`src/rtl/common.sv`:
```
`default_nettype none
// ============================================================================
//  Module      : common (package)
//  Description : Shared rename/retire definitions: physical register ID type,
//                register-file sizes and free-list sizing/pointer types.
//  Revision    : 1.0 - initial release
// ============================================================================
package common;

    localparam int NUM_PRF      = 64;
    localparam int NUM_ARCH     = 32;
    localparam int PRF_ID_W     = $clog2(NUM_PRF);

    typedef logic [PRF_ID_W-1:0] t_prf_id;

    // Free-list holds every register that is not architecturally mapped.
    localparam int PRF_FL_DEPTH = NUM_PRF - NUM_ARCH;
    // One extra pointer bit distinguishes full from empty.
    localparam int PRF_FL_PTR_W = $clog2(PRF_FL_DEPTH) + 1;
    localparam int PRF_FL_CNT_W = $clog2(PRF_FL_DEPTH) + 1;

    typedef logic [PRF_FL_PTR_W-1:0] t_prf_fl_ptr;

endpackage : common
`default_nettype wire

```
`src/rtl/prf_free_list.sv`:
```
`default_nettype none
// ============================================================================
//  Module      : prf_free_list
//  Description : Physical register free list between retire and rename.
//                Circular buffer of free IDs plus a per-ID free bit-vector
//                used to reject illegal (double-free) reclaims.
//  Ports       : clk, reset (async, active-high)
//                alloc_req_rn0 / alloc_gnt_rn0 / alloc_prf_id_rn0 / empty_rn0
//                    - rename-side pop, zero-cycle head presentation
//                reclaim_prf_rb1 / reclaim_prf_id_rb1
//                    - retire-side push of a reclaimed ID
//                free_count      - number of IDs currently in the list
//                err_overflow    - sticky, reclaim while full
//                err_double_free - sticky, reclaim of an already-free ID
//  Config      : PRF_FL_BYPASS_EN - when defined, an empty list forwards a
//                same-cycle accepted reclaim straight to a pending request.
//  Revision    : 1.0 - initial release
// ============================================================================
module prf_free_list #(
    parameter  int NUM_PRF  = common::NUM_PRF,
    parameter  int NUM_ARCH = common::NUM_ARCH,
    localparam int ID_W     = $clog2(NUM_PRF),
    localparam int DEPTH    = NUM_PRF - NUM_ARCH,
    localparam int CNT_W    = $clog2(DEPTH) + 1
) (
    input  logic            clk,
    input  logic            reset,
    input  logic            alloc_req_rn0,
    output logic            alloc_gnt_rn0,
    output logic [ID_W-1:0] alloc_prf_id_rn0,
    output logic            empty_rn0,
    input  logic            reclaim_prf_rb1,
    input  logic [ID_W-1:0] reclaim_prf_id_rb1,
    output logic [CNT_W-1:0] free_count,
    output logic            err_overflow,
    output logic            err_double_free
);

    localparam int IDX_W = $clog2(DEPTH);
    localparam int PTR_W = IDX_W + 1;

    logic [ID_W-1:0]    entry_q [DEPTH];
    logic [PTR_W-1:0]   rd_ptr_q, rd_ptr_d;
    logic [PTR_W-1:0]   wr_ptr_q, wr_ptr_d;
    logic [NUM_PRF-1:0] free_vec_q, free_vec_d;
    logic [CNT_W-1:0]   count_q, count_d;
    logic               err_ovf_q, err_ovf_d;
    logic               err_dbl_q, err_dbl_d;

    logic               w_empty;
    logic               w_full;
    logic [ID_W-1:0]    w_head;
    logic               w_id_free;
    logic               w_accept;
    logic               w_bypass;
    logic               w_pop;
    logic               w_push;

    assign w_empty   = (rd_ptr_q == wr_ptr_q);
    assign w_full    = (rd_ptr_q[IDX_W-1:0] == wr_ptr_q[IDX_W-1:0]) &&
                       (rd_ptr_q[PTR_W-1]   != wr_ptr_q[PTR_W-1]);
    assign w_head    = entry_q[rd_ptr_q[IDX_W-1:0]];
    assign w_id_free = free_vec_q[reclaim_prf_id_rb1];

    // Full and free-ness are judged on current state only, so a grant in the
    // same cycle never makes room for a reclaim that arrives while full.
    assign w_accept  = reclaim_prf_rb1 & ~w_full & ~w_id_free;

`ifdef PRF_FL_BYPASS_EN
    // Reclaimed ID goes straight to rename; it never enters the buffer, so
    // pointers, free_vec and count all stay put.
    assign w_bypass  = w_accept & alloc_req_rn0 & w_empty;
`else
    assign w_bypass  = 1'b0;
`endif

    assign w_pop     = alloc_req_rn0 & ~w_empty;
    assign w_push    = w_accept & ~w_bypass;

    assign alloc_gnt_rn0    = w_pop | w_bypass;
    assign alloc_prf_id_rn0 = w_bypass ? reclaim_prf_id_rb1 : w_head;
    assign empty_rn0        = w_empty;
    assign free_count       = count_q;
    assign err_overflow     = err_ovf_q;
    assign err_double_free  = err_dbl_q;

    always_comb begin
        rd_ptr_d   = rd_ptr_q + PTR_W'(w_pop);
        wr_ptr_d   = wr_ptr_q + PTR_W'(w_push);
        count_d    = count_q + CNT_W'(w_push) - CNT_W'(w_pop);
        err_ovf_d  = err_ovf_q | (reclaim_prf_rb1 & w_full);
        err_dbl_d  = err_dbl_q | (reclaim_prf_rb1 & w_id_free);
        free_vec_d = free_vec_q;
        // The head is free and an accepted reclaim ID is not, so these two
        // updates never target the same bit.
        if (w_pop) begin
            free_vec_d[w_head] = 1'b0;
        end
        if (w_push) begin
            free_vec_d[reclaim_prf_id_rb1] = 1'b1;
        end
    end

    always_ff @(posedge clk or posedge reset) begin
        if (reset) begin
            rd_ptr_q  <= '0;
            // Same index, opposite wrap bit: list starts full.
            wr_ptr_q  <= {1'b1, {IDX_W{1'b0}}};
            count_q   <= CNT_W'(DEPTH);
            err_ovf_q <= 1'b0;
            err_dbl_q <= 1'b0;
            for (int i = 0; i < NUM_PRF; i++) begin
                free_vec_q[i] <= (i >= NUM_ARCH);
            end
        end else begin
            rd_ptr_q   <= rd_ptr_d;
            wr_ptr_q   <= wr_ptr_d;
            count_q    <= count_d;
            err_ovf_q  <= err_ovf_d;
            err_dbl_q  <= err_dbl_d;
            free_vec_q <= free_vec_d;
        end
    end

    always_ff @(posedge clk or posedge reset) begin
        if (reset) begin
            for (int i = 0; i < DEPTH; i++) begin
                entry_q[i] <= ID_W'(NUM_ARCH + i);
            end
        end else if (w_push) begin
            entry_q[wr_ptr_q[IDX_W-1:0]] <= reclaim_prf_id_rb1;
        end
    end

endmodule : prf_free_list
`default_nettype wire
```
`config.mk`:
```
export PLATFORM = sky130hd
export DESIGN_NAME = prf_free_list
export DESIGN_NICKNAME = d
export VERILOG_FILES = /design/src/rtl/common.sv /design/src/rtl/prf_free_list.sv
export SDC_FILE = /design/constraint.sdc
export NUM_CORES = 1
export LEC_CHECK = 0
export BUFFER_PORTS_ARGS = -buffer_cell sky130_fd_sc_hd__buf_2
export CORE_AREA = 2 2 216 218
export CTS_CLUSTER_DIAMETER = 100
export DETAILED_ROUTE_END_ITERATION = 16
export DIE_AREA = 0 0 218 220
export SYNTH_ARGS = -nofsm -noshare
export SYNTH_HDL_FRONTEND = slang
export SYNTH_SLANG_ARGS = --single-unit
```
`constraint.sdc`:
```
create_clock -name clk -period 10.3 [get_ports clk]
set_input_delay 1.545 -clock clk [delete_from_list [all_inputs] [get_ports clk]]
set_output_delay 1.545 -clock clk [all_outputs]
set_load 0.05 [all_outputs]
```
==> results.toml, run 1 <==
[outcome]
status = "finished, final reports clean"

[cells_and_area]
design_area_mm2 = 0.0151
area_growth_pct = 11.8
final_cell_mix = "mux2_2, dfstp_2, o21ai_0, dfrtp_1, mux2i_1"
diodes = 0
fin_nets = 1056
drive_gt1_share_pct = 46.2
final_common_cell = "mux2_2"

[routing]
wl_per_cell_um = 20.4
route.detailed.drc = 0
routed_wl_um = 33900
dr_total_vias = 8701
detail-route-antenna-nets = 0
initialDrtViolationCount = 694
routed_via_density = 5.23
drt-pass1-iter-count = 5

[clocking]
cts.sinks = 276
tritoncts = "built"
post_cts_resized = 0
post_cts_buffers = 0
clk_latency_ns = 0.55
ctsRootBufferMaster = "clkbuf_16"
cts_buffers = 29
cts_max_level = 1
cts_hold_buffers = 0
clk_path_buf_depth = 3
cts.clk_slew.worst_paths_ns = 0.06

[global_route]
gr-usage-all-layers_pct = 14.2
grt_pass1_wl_um = 53800
antenna_found_initial = 0
grt_max_degree = 133
overflow = 0
grt_pass1_vias = 8852

[sta]
fin_crit_ns = 5.28
tns_ns = 0
worstMarginPinSlew_ns = 1.10
timing_hold_violations_final = 0
max-slew-margin-rel_pct = 26.4
finClkSkew_ns = 0.0119
setup_violations = 0
fin_crit_sh_pct = 51.3
fin_ws_ns = 5.02
finalMaxSlewViolations = 0
clock.fmax_mhz = 189
rsz0062_at_grt = "false"

[critical_path]
endpoint = "alloc_prf_id_rn0[4]"
worstSetupPathType = "reg2out"
rr_startpoint = "rd_ptr_q[0]$_DFF_PP0_"
crit_required_ns = 8.76
rrSetupSlack_ns = 6.13
end_kind = "output port"
start_kind = "flip-flop"
cp_data_arrival_time_ns = 3.74
crit_path_start = "rd_ptr_q[0]$_DFF_PP0_"
crit_fanout = 40
r2r_cells = 16
r2r_end = "free_count[4]$_DFF_PP0_"

[synth]
synth.avg_cell_area_um2 = 12.9
synth_nets = 1069
synthCells = 1048
yosysTopAreaCell = "dfstp_2"
netlist_area_mm2 = 0.0135
ys_seq_area_share_pct = 52.6
yosysWarnings = 0
synthTopCellsByArea = "dfstp_2, dfrtp_1, mux2_2, mux4_2, o21ai_0"
async_flop_share_pct = 100
synthFlopType = "dfstp_2"
synth_edf_count = 0
synth-seq-cells = 276
ys_types = 60
yosys.area.top_type_share_pct = 28.4

[floorplan]
num_rows = 79
die_area_mm2 = 0.0480
io_pins = 26
core_mm2 = 0.0459
die_h_um = 220
fp.dieW_um = 218
initial_core_util_pct = 29.4

[power]
switching_share_pct = 36.2
leakage_uw = 0.00613
power.net_switching_uw = 1770
peakVddDrop_v = 0.000367
combPwrFrac_pct = 37.7
powerDensity_mw_per_mm2 = 325
p_int_uw = 3130
seq_power_share_pct = 40.3
power_frac_clock_pct = 22.0

[place]
portBuffers = 25
place_hpwl_um = 21200
placed_area_mm2 = 0.0141
place_ws_ns = 4.75
globalplace.congestion = 0.796

[hold_path]
min-delay-start = "err_double_free$_DFF_PP0_"
min_path_type = "reg2reg"

[job]
maxCapViolations = 0
## power groups by stage
| stage | Clock (uW) | Sequential (uW) | Combinational [uW] |
|---|---|---|---|
| 2_1_floorplan | 0 | 1900 | 1410 |
| 3_3_place_gp | 0 | 1970 | 1810 |
| 5_1_grt | 1150 | 2040 | 2000 |
| 4_1_cts | 1100 | 1970 | 1850 |
| 3_5_place_dp | 0 | 1990 | 1840 |
| 6_report | 1080 | 1970 | 1850 |
## through the flow
| step | std cells | total power (uW) | utilization (%) | hold slack [ns] |
|---|---|---|---|---|
| floorplan | 1048 | 3310 | - | 0.464 |
| global placement | 1611 | 3780 | 30.7 | 0.441 |
| detailed placement | 1611 | 3830 | 30.7 | 0.452 |
| CTS | 1664 | 4930 | 32.9 | 0.466 |
| global route | 1664 | 5180 | 32.9 | 0.490 |
| finish | 1664 | 4900 | 32.9 | 0.463 |
## cell usage after synthesis (8+ instances only)
cell and instances:
dfrtp_1 130, nand2_1 28, nor2b_1 10, xnor2_1 14, buf_2 16, nand3_1 32
and2_1 8, mux4_2 34, inv_1 20, dfstp_2 146, and3_1 9, nor2_1 21
mux2i_1 40, mux2_2 200, nand4_1 9, o31ai_1 8, clkbuf_1 50, a211oi_1 8
ha_1 10, o21ai_0 128, a221oi_1 8, or3_1 12, a21oi_1 12
## area by class of cell
cell class	count	area (um^2)
Tap cell	607	759
Multi-Input combinational cell	672	5960
Sequential cell	276	7090
Clock buffer	38	810
Fill cell	4577	30800
Clock inverter	15	175
Timing Repair Buffer	36	208
Inverter	20	82.6
## registers in the layout, indices dropped and copies added (netlist names)
name	count
entry_q	192
err_double_free	1
err_overflow	1
free_count	6
free_vec_q	64
rd_ptr_q	6
wr_ptr_q	6
## cell families after synthesis
family	Yosys count	synth area share, %
AO/OA/AOI/OAI	201	9.01
XOR/XNOR	19	1.23
buffers and inverters	100	3.27
adder cells (fa/ha/maj)	11	1.08
AND/OR/NAND/NOR	161	6.83
multiplexers	280	26.0
flip-flops	276	52.6
## how the worst min path moves through the flow
stage                                      to  slack, ns  depth (start not counted)
floorplan               rd_ptr_q[5]$_DFF_PP0_       0.46                          1
global placement    err_double_free$_DFF_PP0_       0.44                          1
detailed placement  err_double_free$_DFF_PP0_       0.45                          1
CTS                 err_double_free$_DFF_PP0_       0.47                          1
global route        err_double_free$_DFF_PP0_       0.49                          1
finish              err_double_free$_DFF_PP0_       0.46                          1
## per-layer routing
layer / vias up / wire length (um) / global-route usage (%)
met5: - / 0 / 0
met4: 0 / 809 / 4.10
met3: 52 / 1810 / 1.71
met2: 229 / 15700 / 23.3
met1: 4570 / 15500 / 19.7
li1: 3850 / - / -
## worst max-delay path: stages (launching register included)
cell and delay [ns]:
dfrtp_2 0.69, buf_4 0.69, mux2i_1 0.33, o221ai_1 0.22, a211oi_1 0.56, a41o_1 0.30, inv_1 0.15, buf_2 0.24
(Power assumes the default switching activity.)
==> run 2, diff against run 1 <==
- clock period: 10.3 -> 4.7 ns (I/O delays scaled with it)
==> run 2 against run 1 <==
Against the previous run: final cell count grew 1.3%; sequential share of layout area shrank 0.52 points; critical path depth unchanged; sequential power up 120%; worst setup slack worse by 4.5 ns; clock skew rose by 0.0027 ns; combinational power increased by 120%.
==> results.toml, run 2 (synthesized netlist as in run 1, its figures left out) <==
[sta]
fin_crit_ns = 4.17
clock.fmax_mhz = 240
setup_violations = 0
finClkSkew_ns = 0.0146
worstMarginPinSlew_ns = 0.940
rsz0062_at_grt = "false"
max-slew-margin-rel_pct = 37.2
fin_crit_sh_pct = 88.7
tns_ns = 0
finalMaxSlewViolations = 0
timing_hold_violations_final = 0

[critical_path]
cp_cell_sequence = "buf_4, nor2_1, a2bb2oi_1, a211oi_1, a41o_1, inv_1, buf_2"
crit_required_ns = 3.99
cpLargestDelayFamily = "compound AO/OA/AOI/OAI gates"
start_kind = "flip-flop"
cp_data_arrival_time_ns = 3.46
end_kind = "output port"
worstSetupPathType = "reg2out"
cp.depth = 7
crit_fanout = 16
cp_slowest_cell = "nor2_1"
path_buf_inv = 3
r2r_cells = 9
worst_path_largest_cell_delay_ns = 0.65

[cells_and_area]
largest_reg_flops = 192
final_cell_mix = "mux2_2, dfstp_2, o21ai_0, dfrtp_1, mux2i_1"
diodes = 0
fillers = 4578
reg_top3 = "entry_q x192, free_vec_q x64"
design_area_mm2 = 0.0153
drive_gt1_share_pct = 47.0
final_common_cell = "mux2_2"
fin_nets = 1075
area_growth_pct = 13.1
postLayoutCoreUtil_pct = 33.3
regMostFlops = "entry_q"

[global_route]
gr-usage-all-layers_pct = 14.2
grt_pass1_wl_um = 53400
grt_max_degree = 133
overflow = 0
antenna_found_initial = 0
grt_pass1_vias = 9013

[routing]
routed_wl_um = 33800
drt-pass1-iter-count = 5
route.detailed.drc = 0
routed_via_density = 5.21
initialDrtViolationCount = 778
dr_total_vias = 8778
wl_per_cell_um = 20.0
detail-route-antenna-nets = 0

[floorplan]
core_mm2 = 0.0459
fp.dieW_um = 218
initial_core_util_pct = 29.4
die_h_um = 220
die_area_mm2 = 0.0480
io_pins = 26
num_rows = 79

[clocking]
cts.sinks = 276
ctsRootBufferMaster = "clkbuf_16"
post_cts_resized = 0
clk_latency_ns = 0.56
cts_max_level = 1
clk_path_buf_depth = 3
cts_buffers = 31
cts_hold_buffers = 0
cts.clk_slew.worst_paths_ns = 0.06
tritoncts = "built"
post_cts_buffers = 0

[place]
place_hpwl_um = 22200
globalplace.congestion = 0.854
portBuffers = 25
placed_area_mm2 = 0.0143

[power]
leakage_uw = 0.00622
p_total_uw = 10700
peakVddDrop_v = 0.000513
powerDensity_mw_per_mm2 = 704

[outcome]
status = "finished, final reports clean"

[job]
maxCapViolations = 0

[hold_path]
min_path_type = "in2async"
==> run 2: changes by cell type in the layout (fill, tap and decap cells not counted), sizes merged <==
cell	previous run	this run
bufinv	4	0
clkbuf	38	46
clkinv	11	9
clkinvlp	0	3
buf	36	53
==> run 2: layout make-up <==
class,instances,area [um^2],area share [%]
multi-input cells,672,5960,39.0
clock buffers,46,912,5.98
well taps,607,759,4.98
repair buffers,53,385,2.53
flip-flops and latches,276,7090,46.5
inverters,20,78.8,0.517
clock inverters,12,68.8,0.451
==> run 2: path summary, 6_finish.rpt <==
kind                                            from                   endpoint  slack [ns]
max                            rd_ptr_q[1]$_DFF_PP0_        alloc_prf_id_rn0[5]        0.53
min                                            reset   free_vec_q[23]$_DFF_PP0_        0.35
max reg2reg                    rd_ptr_q[1]$_DFF_PP0_   free_vec_q[25]$_DFF_PP0_        1.04
min reg2reg                err_double_free$_DFF_PP0_  err_double_free$_DFF_PP0_        0.46
max in group asynchronous                      reset    entry_q[90]$_DFFE_PP0P_        3.16
min in group clk                     reclaim_prf_rb1  err_double_free$_DFF_PP0_        0.39
==> run 2: per-stage QoR <==
step                instances  setup WS [ns]  hold WS (ns)
floorplan                1048          0.463         0.464
global placement         1628          0.599         0.442
detailed placement       1628          0.545         0.455
CTS                      1686          0.491         0.353
global route             1686          0.304         0.399
finish                   1686          0.530         0.349
==> run 2: power by group <==
group | switching, uW | leakage [uW] | internal, uW
sequential | 631 | 0.00318 | 3710
combinational | 2330 | 0.00255 | 1770
clock | 961 | 0.000488 | 1340
==> run 2: per-layer routing <==
layer	track usage [%]	share of wire, %
met4	3.61	2.1
met1	20.0	47
met2	22.9	46
met3	1.90	5.0
met5	0	0
